$ cat config.mk
export PLATFORM = sky130hd
export DESIGN_NAME = hazard_unit
export DESIGN_NICKNAME = d
export VERILOG_FILES = /design/src/rtl/hazard_unit.sv
export SDC_FILE = /design/constraint.sdc
export NUM_CORES = 1
export LEC_CHECK = 0
export ABC_AREA = 1
export CORE_MARGIN = 4
export CORE_UTILIZATION = 55
export CTS_CLUSTER_DIAMETER = 120
export CTS_CLUSTER_SIZE = 20
export DETAILED_ROUTE_END_ITERATION = 8
export PLACE_DENSITY = 0.83
export SLEW_MARGIN = 10
export SYNTH_ARGS = -nofsm -noshare
export SYNTH_HDL_FRONTEND = slang
export SYNTH_SLANG_ARGS = --single-unit
export TNS_END_PERCENT = 10
$ cat constraint.sdc
create_clock -name clk -period 6.2 [get_ports clk]
set_input_delay 1.24 -clock clk [delete_from_list [all_inputs] [get_ports clk]]
set_output_delay 1.24 -clock clk [all_outputs]
set_load 0.005 [all_outputs]
$ cat src/rtl/hazard_unit.sv
// Decode-stage hazard controller: load-use stalls, branch flushes, memory freeze,
// saturating hazard counters and a sticky data-memory timeout flag.
module hazard_unit #(
  parameter int unsigned CNT_W   = 32,
  parameter int unsigned TIMEOUT = 16
) (
  input  logic             clk,
  input  logic             reset,
  input  logic [4:0]       IF_ID_Rs1,
  input  logic [4:0]       IF_ID_Rs2,
  input  logic             ID_EX_MemRead,
  input  logic [4:0]       ID_EX_Rd,
  input  logic             Branch_taken,
  input  logic             EX_MEM_MemAccess,
  input  logic             DMem_ready,
  input  logic             clr_cnt,
  output logic             Stall,
  output logic             PCWrite,
  output logic             IF_ID_Write,
  output logic             IF_ID_Flush,
  output logic             ID_EX_Flush,
  output logic             EX_MEM_Flush,
  output logic             Freeze,
  output logic [CNT_W-1:0] stall_cnt,
  output logic [CNT_W-1:0] flush_cnt,
  output logic [CNT_W-1:0] freeze_cnt,
  output logic             mem_timeout
);

  typedef enum logic [1:0] {
    StRun  = 2'd0,
    StWait = 2'd1,
    StErr  = 2'd2
  } state_e;

  localparam logic [7:0]       WaitLast = 8'(TIMEOUT - 1);
  localparam logic [CNT_W-1:0] CntMax   = '1;

  state_e     state;
  logic [7:0] wait_cnt;

  logic mw;
  logic lu;
  logic br;

  assign mw = EX_MEM_MemAccess & ~DMem_ready;
  assign lu = ID_EX_MemRead & (ID_EX_Rd != 5'd0) &
              ((ID_EX_Rd == IF_ID_Rs1) | (ID_EX_Rd == IF_ID_Rs2));
  assign br = Branch_taken;

  // Priority: reset > mw > br > lu. A deferred branch/load-use reappears once mw clears
  // because the frozen stages keep presenting the same inputs.
  always_comb begin
    Stall        = 1'b0;
    PCWrite      = 1'b1;
    IF_ID_Write  = 1'b1;
    IF_ID_Flush  = 1'b0;
    ID_EX_Flush  = 1'b0;
    EX_MEM_Flush = 1'b0;
    Freeze       = 1'b0;
    if (reset) begin
      Stall       = 1'b1;
      PCWrite     = 1'b0;
      IF_ID_Write = 1'b0;
    end else if (mw) begin
      Freeze      = 1'b1;
      PCWrite     = 1'b0;
      IF_ID_Write = 1'b0;
    end else if (br) begin
      IF_ID_Flush  = 1'b1;
      ID_EX_Flush  = 1'b1;
      EX_MEM_Flush = 1'b1;
    end else if (lu) begin
      Stall       = 1'b1;
      PCWrite     = 1'b0;
      IF_ID_Write = 1'b0;
    end
  end

  // Timeout FSM; mem_timeout is sticky until reset.
  always_ff @(posedge clk or posedge reset) begin
    if (reset) begin
      state       <= StRun;
      wait_cnt    <= 8'd0;
      mem_timeout <= 1'b0;
    end else begin
      unique case (state)
        StRun: begin
          if (mw) begin
            state    <= StWait;
            wait_cnt <= 8'd1;
          end else begin
            wait_cnt <= 8'd0;
          end
        end
        StWait: begin
          if (!mw) begin
            state    <= StRun;
            wait_cnt <= 8'd0;
          end else if (wait_cnt == WaitLast) begin
            state       <= StErr;
            mem_timeout <= 1'b1;
          end else begin
            wait_cnt <= wait_cnt + 8'd1;
          end
        end
        StErr: begin
          if (!mw) begin
            state    <= StRun;
            wait_cnt <= 8'd0;
          end
        end
        default: begin
          state    <= StRun;
          wait_cnt <= 8'd0;
        end
      endcase
    end
  end

  // Saturating counters; clr_cnt wins over a coincident increment.
  always_ff @(posedge clk or posedge reset) begin
    if (reset) begin
      stall_cnt  <= '0;
      flush_cnt  <= '0;
      freeze_cnt <= '0;
    end else if (clr_cnt) begin
      stall_cnt  <= '0;
      flush_cnt  <= '0;
      freeze_cnt <= '0;
    end else begin
      if (Stall && (stall_cnt != CntMax)) begin
        stall_cnt <= stall_cnt + 1'b1;
      end
      if (IF_ID_Flush && (flush_cnt != CntMax)) begin
        flush_cnt <= flush_cnt + 1'b1;
      end
      if (Freeze && (freeze_cnt != CntMax)) begin
        freeze_cnt <= freeze_cnt + 1'b1;
      end
    end
  end

endmodule

## Yosys cells after proc, flatten, opt, wreduce, memory -nomap -nowiden

Cells that the tools add are included.

| cells by class | value |
|---|---|
| reductions and logical operators | 11 |
| eq/ne operators | 12 |
| mux-type cells | 29 |
| bitwise gates (word level) | 5 |
| add/subtract/negate cells | 4 |

Operators with widths:

| kind | count |
|---|---|
| 2-to-1 mux 32 bit | 6 |
| adder 32 x 1 -> 32 bit, second input constant | 3 |
| inequality test 32 bit, second input constant | 3 |
| 2-to-1 mux 8 bit | 3 |
| case mux 8 bit (3 select lines) | 1 |
| 2-to-1 mux 1 bit | 14 |
| equality test 5 bit | 2 |
| adder 8 x 1 -> 8 bit, second input constant | 1 |
| equality test 8 x 4 -> 1 bit, second input constant | 1 |
| 2-to-1 mux 2 bit | 4 |
| inequality test 3 bit, second input constant | 2 |
| case mux 2 bit (3 select lines) | 1 |
| AND reduction 3 bit | 2 |
| nonzero test 2 bit | 3 |
| nonzero test 5 bit | 1 |
| inequality test 2 bit, second input constant | 2 |
| AND 1 bit | 3 |
| logical AND 1 bit | 3 |
| equality test 2 x 1 -> 1 bit, second input constant | 1 |
| equality test 2 bit, second input constant | 1 |
| logical NOT 2 bit | 1 |
| AND reduction 2 bit | 1 |
| NOT 1 bit | 1 |
| bitwise OR 1 bit | 1 |

| word-level totals | value |
|---|---|
| logic and storage cells | 67 |
| register bits after elaboration | 107 |

## Logic depth before layout (Yosys ltp)

| depth | value |
|---|---|
| depth in word-level cells | 10 |
| gate-level depth with buffers | 12 |
| gate-level depth less buffers | 11 |

## Worst setup path after synthesis

No wires, ideal clock.

| timing path | value |
|---|---|
| kind | input -> output |
| from | input port reset |
| to | output port Stall |
| required time | 4.960 ns |
| arrival | 4.334 ns |
| setup slack | 0.626 ns |
| stages | 3 |
| cell sequence | inv_1 nand2_1 buf_2 |

| between the ends | value |
|---|---|
| word-level cells in the longest chain between the ends | 1 |

RTL lines:

| item | RTL line | RTL |
|---|---|---|
| start: declaration | 8 | `input logic reset,` |
| 2-to-1 mux 1 bit | 61 | `if (reset) begin` |
| end: declaration | 17 | `output logic Stall,` |

No other way between the ends.

## Worst setup path in the final report

| timing path | value |
|---|---|
| from | input port ID_EX_Rd[4] |
| to | output port Stall |

| between the ends | value |
|---|---|
| word-level cells in the longest chain between the ends | 7 |
| elaborated cells between the ends (all ways) | 10 |

RTL lines:

| item | RTL line | RTL |
|---|---|---|
| start: declaration | 12 | `input logic [4:0] ID_EX_Rd,` |
| equality test 5 bit / nonzero test 5 bit (equally long branches) | 48, 47 |  |
| bitwise OR 1 bit / AND 1 bit (equally long branches) | 48, 47 |  |
| AND 1 bit (*) | 47 | `assign lu = ID_EX_MemRead & (ID_EX_Rd != 5'd0) &` |
| 2-to-1 mux 1 bit (*) | 73 | `end else if (lu) begin` |
| 2-to-1 mux 1 bit (*) | 69 | `end else if (br) begin` |
| 2-to-1 mux 1 bit (*) | 65 | `end else if (mw) begin` |
| 2-to-1 mux 1 bit (*) | 61 |  |

Mark *: on every way between the ends. The rest lies on a longest branch, timed or not.

==> reports/metrics.yaml <==
status: "completed"
path_class: "in2out"
crit_fanout: 3
diodes: 0
cp_slowest_stage_delay_ns: 0.54
crit_path_cell_trace: "clkdlybuf4s50_1, inv_1, nand2_1, nand2_1, nor2_1, nand3_1, nand2_1, nand3_1, nand2_1, clkdlybuf4s50_1"
die_w_um: 124.9
seq_power_share: 0.509
cts_setup_buffers: 0
ys_types: 40
min_period_ns: 4.383
antenna_found_initial: 0
hpwl_mm: 15.01
slew_viol_final: 0
core-area_mm2: 0.01330
n_fill_cell: 1181
multi_input_area_mm2: 0.004140
grt_pass1_vias: 7040
finalSetupTns_ns: 0
finalHoldViolations: 0
p_sw_uw: 372.7
synth-edff-count: 0
die_h_um: 124.9
clk_latency_ns: 0.36
netlist_area_mm2: 0.007521
place_area_mm2: 0.008826
required_ns: 4.96
power_uw: 1395
ir_drop_mv: 0.1874
cp.arrival_ns: 3.14
overflow: 0
critPathTopFamily: "buffers and inverters"
synth-seq-cells: 107
p_leak_uw: 0.004092
port-buffer-count: 125
ioPinCount: 126
yosysTopAreaCell: "dfrtp_1"
ctsResizeCount: 0
ant_nets: 0
p_comb_frac: 0.084
synth_ff_type: "dfrtp_1"
synth_common_cells: "380 x nand2_1, 163 x nor2_1, 128 x inv_1, 107 x dfrtp_1, 95 x nand3_1"
maxCapViolCount: 0
max_slew_margin: 0.3331
routed_wl_mm: 20.50
num_vias: 7699
syn-num-nets: 1174
post-route-cell-area_mm2: 0.009115
synth_top_area_share: 0.3560
ys_warn_count: 0
grt_pass1_wl_mm: 34.16
grt_max_degree: 98
utilization: 0.6856
holdBufCountCts: 0
cts_buffer_depth: 2
drive_gt1_frac: 0.04379
vias_per_cell: 5.376
async_flop_share: 1.000
min_period_over_period: 0.7070
p_clk_frac: 0.407
syn-mean-instance-area_um2: 6.551
start_util: 0.5657
synth_area_leaders: "dfrtp_1 36%, nand2_1 19%, nor2_1 8.1%"
yosysMostFrequentCell: "nand2_1"
syn_inst: 1148
fin_skew_ns: 0.007016
wl_per_cell_um: 14.32
holdWs_ns: 0.4624
numClockSinks: 107
switching_share: 0.2672
gp_congestion: 0.9783
p_int_uw: 1022
slowest_stage: "clkdlybuf4s50_1"
synth_seq_area_share: 0.3560
cts_root_buf: "clkbuf_16"
setup_viol: 0
cts_made_buffers: 9
crit_path_end_kind: "output pin"
drc: 0
rows: 42
cts_tree: "done"
clkTransAtPathRegs_ns: 0.07
setup.worst_path.start_class: "input pin"
regArea_mm2: 0.002678
hold_class: "reg2reg"
grt_util_all_layers: 0.2609
rsz0062_at_grt: "no"
drtIter0Drc: 803
cpMostUsedCell: "nand2_1"
dr.pass1.iters: 7
nNetsFinal: 1277
worst-path-buf-inv: 3
tightest_slew_ns: 1.000
die-area_mm2: 0.01561
power_density_mw_per_mm2: 153.0
max_freq_mhz: 228.1
htreeDepth: 3
syn_to_final_growth_pct: 21.19
==> power groups by stage <==
| stage | logic, uW | clock network (uW) | registers, uW |
|---|---|---|---|
| floorplan | 74.0 | 0 | 722 |
| global placement | 115 | 0 | 724 |
| detailed placement | 118 | 0 | 724 |
| CTS | 119 | 577 | 710 |
| global route | 130 | 607 | 712 |
| finish | 117 | 567 | 711 |
==> final timing paths <==
check                                end  slack (ns)    startpoint  depth (start not counted)
min in group asynchronous  freeze_cnt[4]        1.46         reset                          2
max reg2reg                stall_cnt[30]        3.18  stall_cnt[0]                          9
max in group asynchronous  stall_cnt[22]        3.56         reset                          3
min reg2reg                  wait_cnt[3]        0.46   wait_cnt[3]                          1
max                                Stall        1.82   ID_EX_Rd[4]                         10
min                          wait_cnt[3]        0.46   wait_cnt[3]                          1
==> layer usage <==
| layer | share of wire | wire length [um] | track usage | up-vias |
|---|---|---|---|---|
| met5 | 0 | 0 | 0 | - |
| met4 | 0.015 | 313 | 0.06314 | 0 |
| met3 | 0.065 | 1341 | 0.05032 | 29 |
| met2 | 0.47 | 9737 | 0.4297 | 279 |
| met1 | 0.44 | 9107 | 0.3591 | 3548 |
| li1 | - | - | - | 3843 |
==> area by class of cell <==
type                            count  share of cell area
Clock inverter                      7            0.007001
Tap cell                          176             0.02416
Inverter                          133             0.05559
Multi-Input combinational cell    871              0.4542
Sequential cell                   107              0.2938
Timing Repair Buffer              129              0.1406
Clock buffer                        9             0.02471
==> metrics by stage <==
step / setup WS [ns] / cells
final: 1.817 / 1432
after detailed placement: 1.812 / 1416
after floorplan: 0.6264 / 1148
after global routing: 1.698 / 1432
after CTS: 1.799 / 1432
after global placement: 1.833 / 1416
==> cell families after synthesis <==
group	after synthesis	synth area share
simple gates	749	0.4297
compound gates	63	0.05007
xor+xnor	55	0.06405
flops	107	0.3560
buf+inv	170	0.09349
fa+ha+maj	4	0.006655
==> state kept, by name, indices dropped and copies added, names as in the netlist <==
signal       cells
stall_cnt       32
freeze_cnt      32
mem_timeout      1
flush_cnt       32
state            2
wait_cnt         8
==> cells in the final DEF, fill, tap and decap left out, types with 2 or more instances in the layout <==
| cell | Yosys | final |
|---|---|---|
| a211oi_1 | 2 | 2 |
| nand3_1 | 95 | 95 |
| xnor2_1 | 16 | 16 |
| xor2_1 | 39 | 39 |
| a21o_1 | 5 | 5 |
| inv_6 | 0 | 2 |
| o21ai_1 | 19 | 19 |
| nor2_1 | 163 | 163 |
| dfrtp_1 | 107 | 107 |
| nand3b_2 | 2 | 2 |
| nor2_2 | 6 | 6 |
| buf_4 | 7 | 4 |
| clkdlybuf4s50_1 | 0 | 125 |
| ha_1 | 4 | 4 |
| a21oi_1 | 9 | 9 |
| nand2_1 | 380 | 380 |
| nor2_4 | 2 | 2 |
| nand4_1 | 54 | 54 |
| o21ai_2 | 5 | 5 |
| clkinv_4 | 1 | 3 |
| clkbuf_16 | 0 | 9 |
| inv_1 | 128 | 127 |
| nor3_2 | 4 | 4 |
| inv_2 | 4 | 4 |
| nor3_1 | 31 | 31 |
| nand2_2 | 5 | 5 |
| o31ai_1 | 2 | 2 |
| o21ai_0 | 17 | 17 |
(Power assumes the default switching activity.)
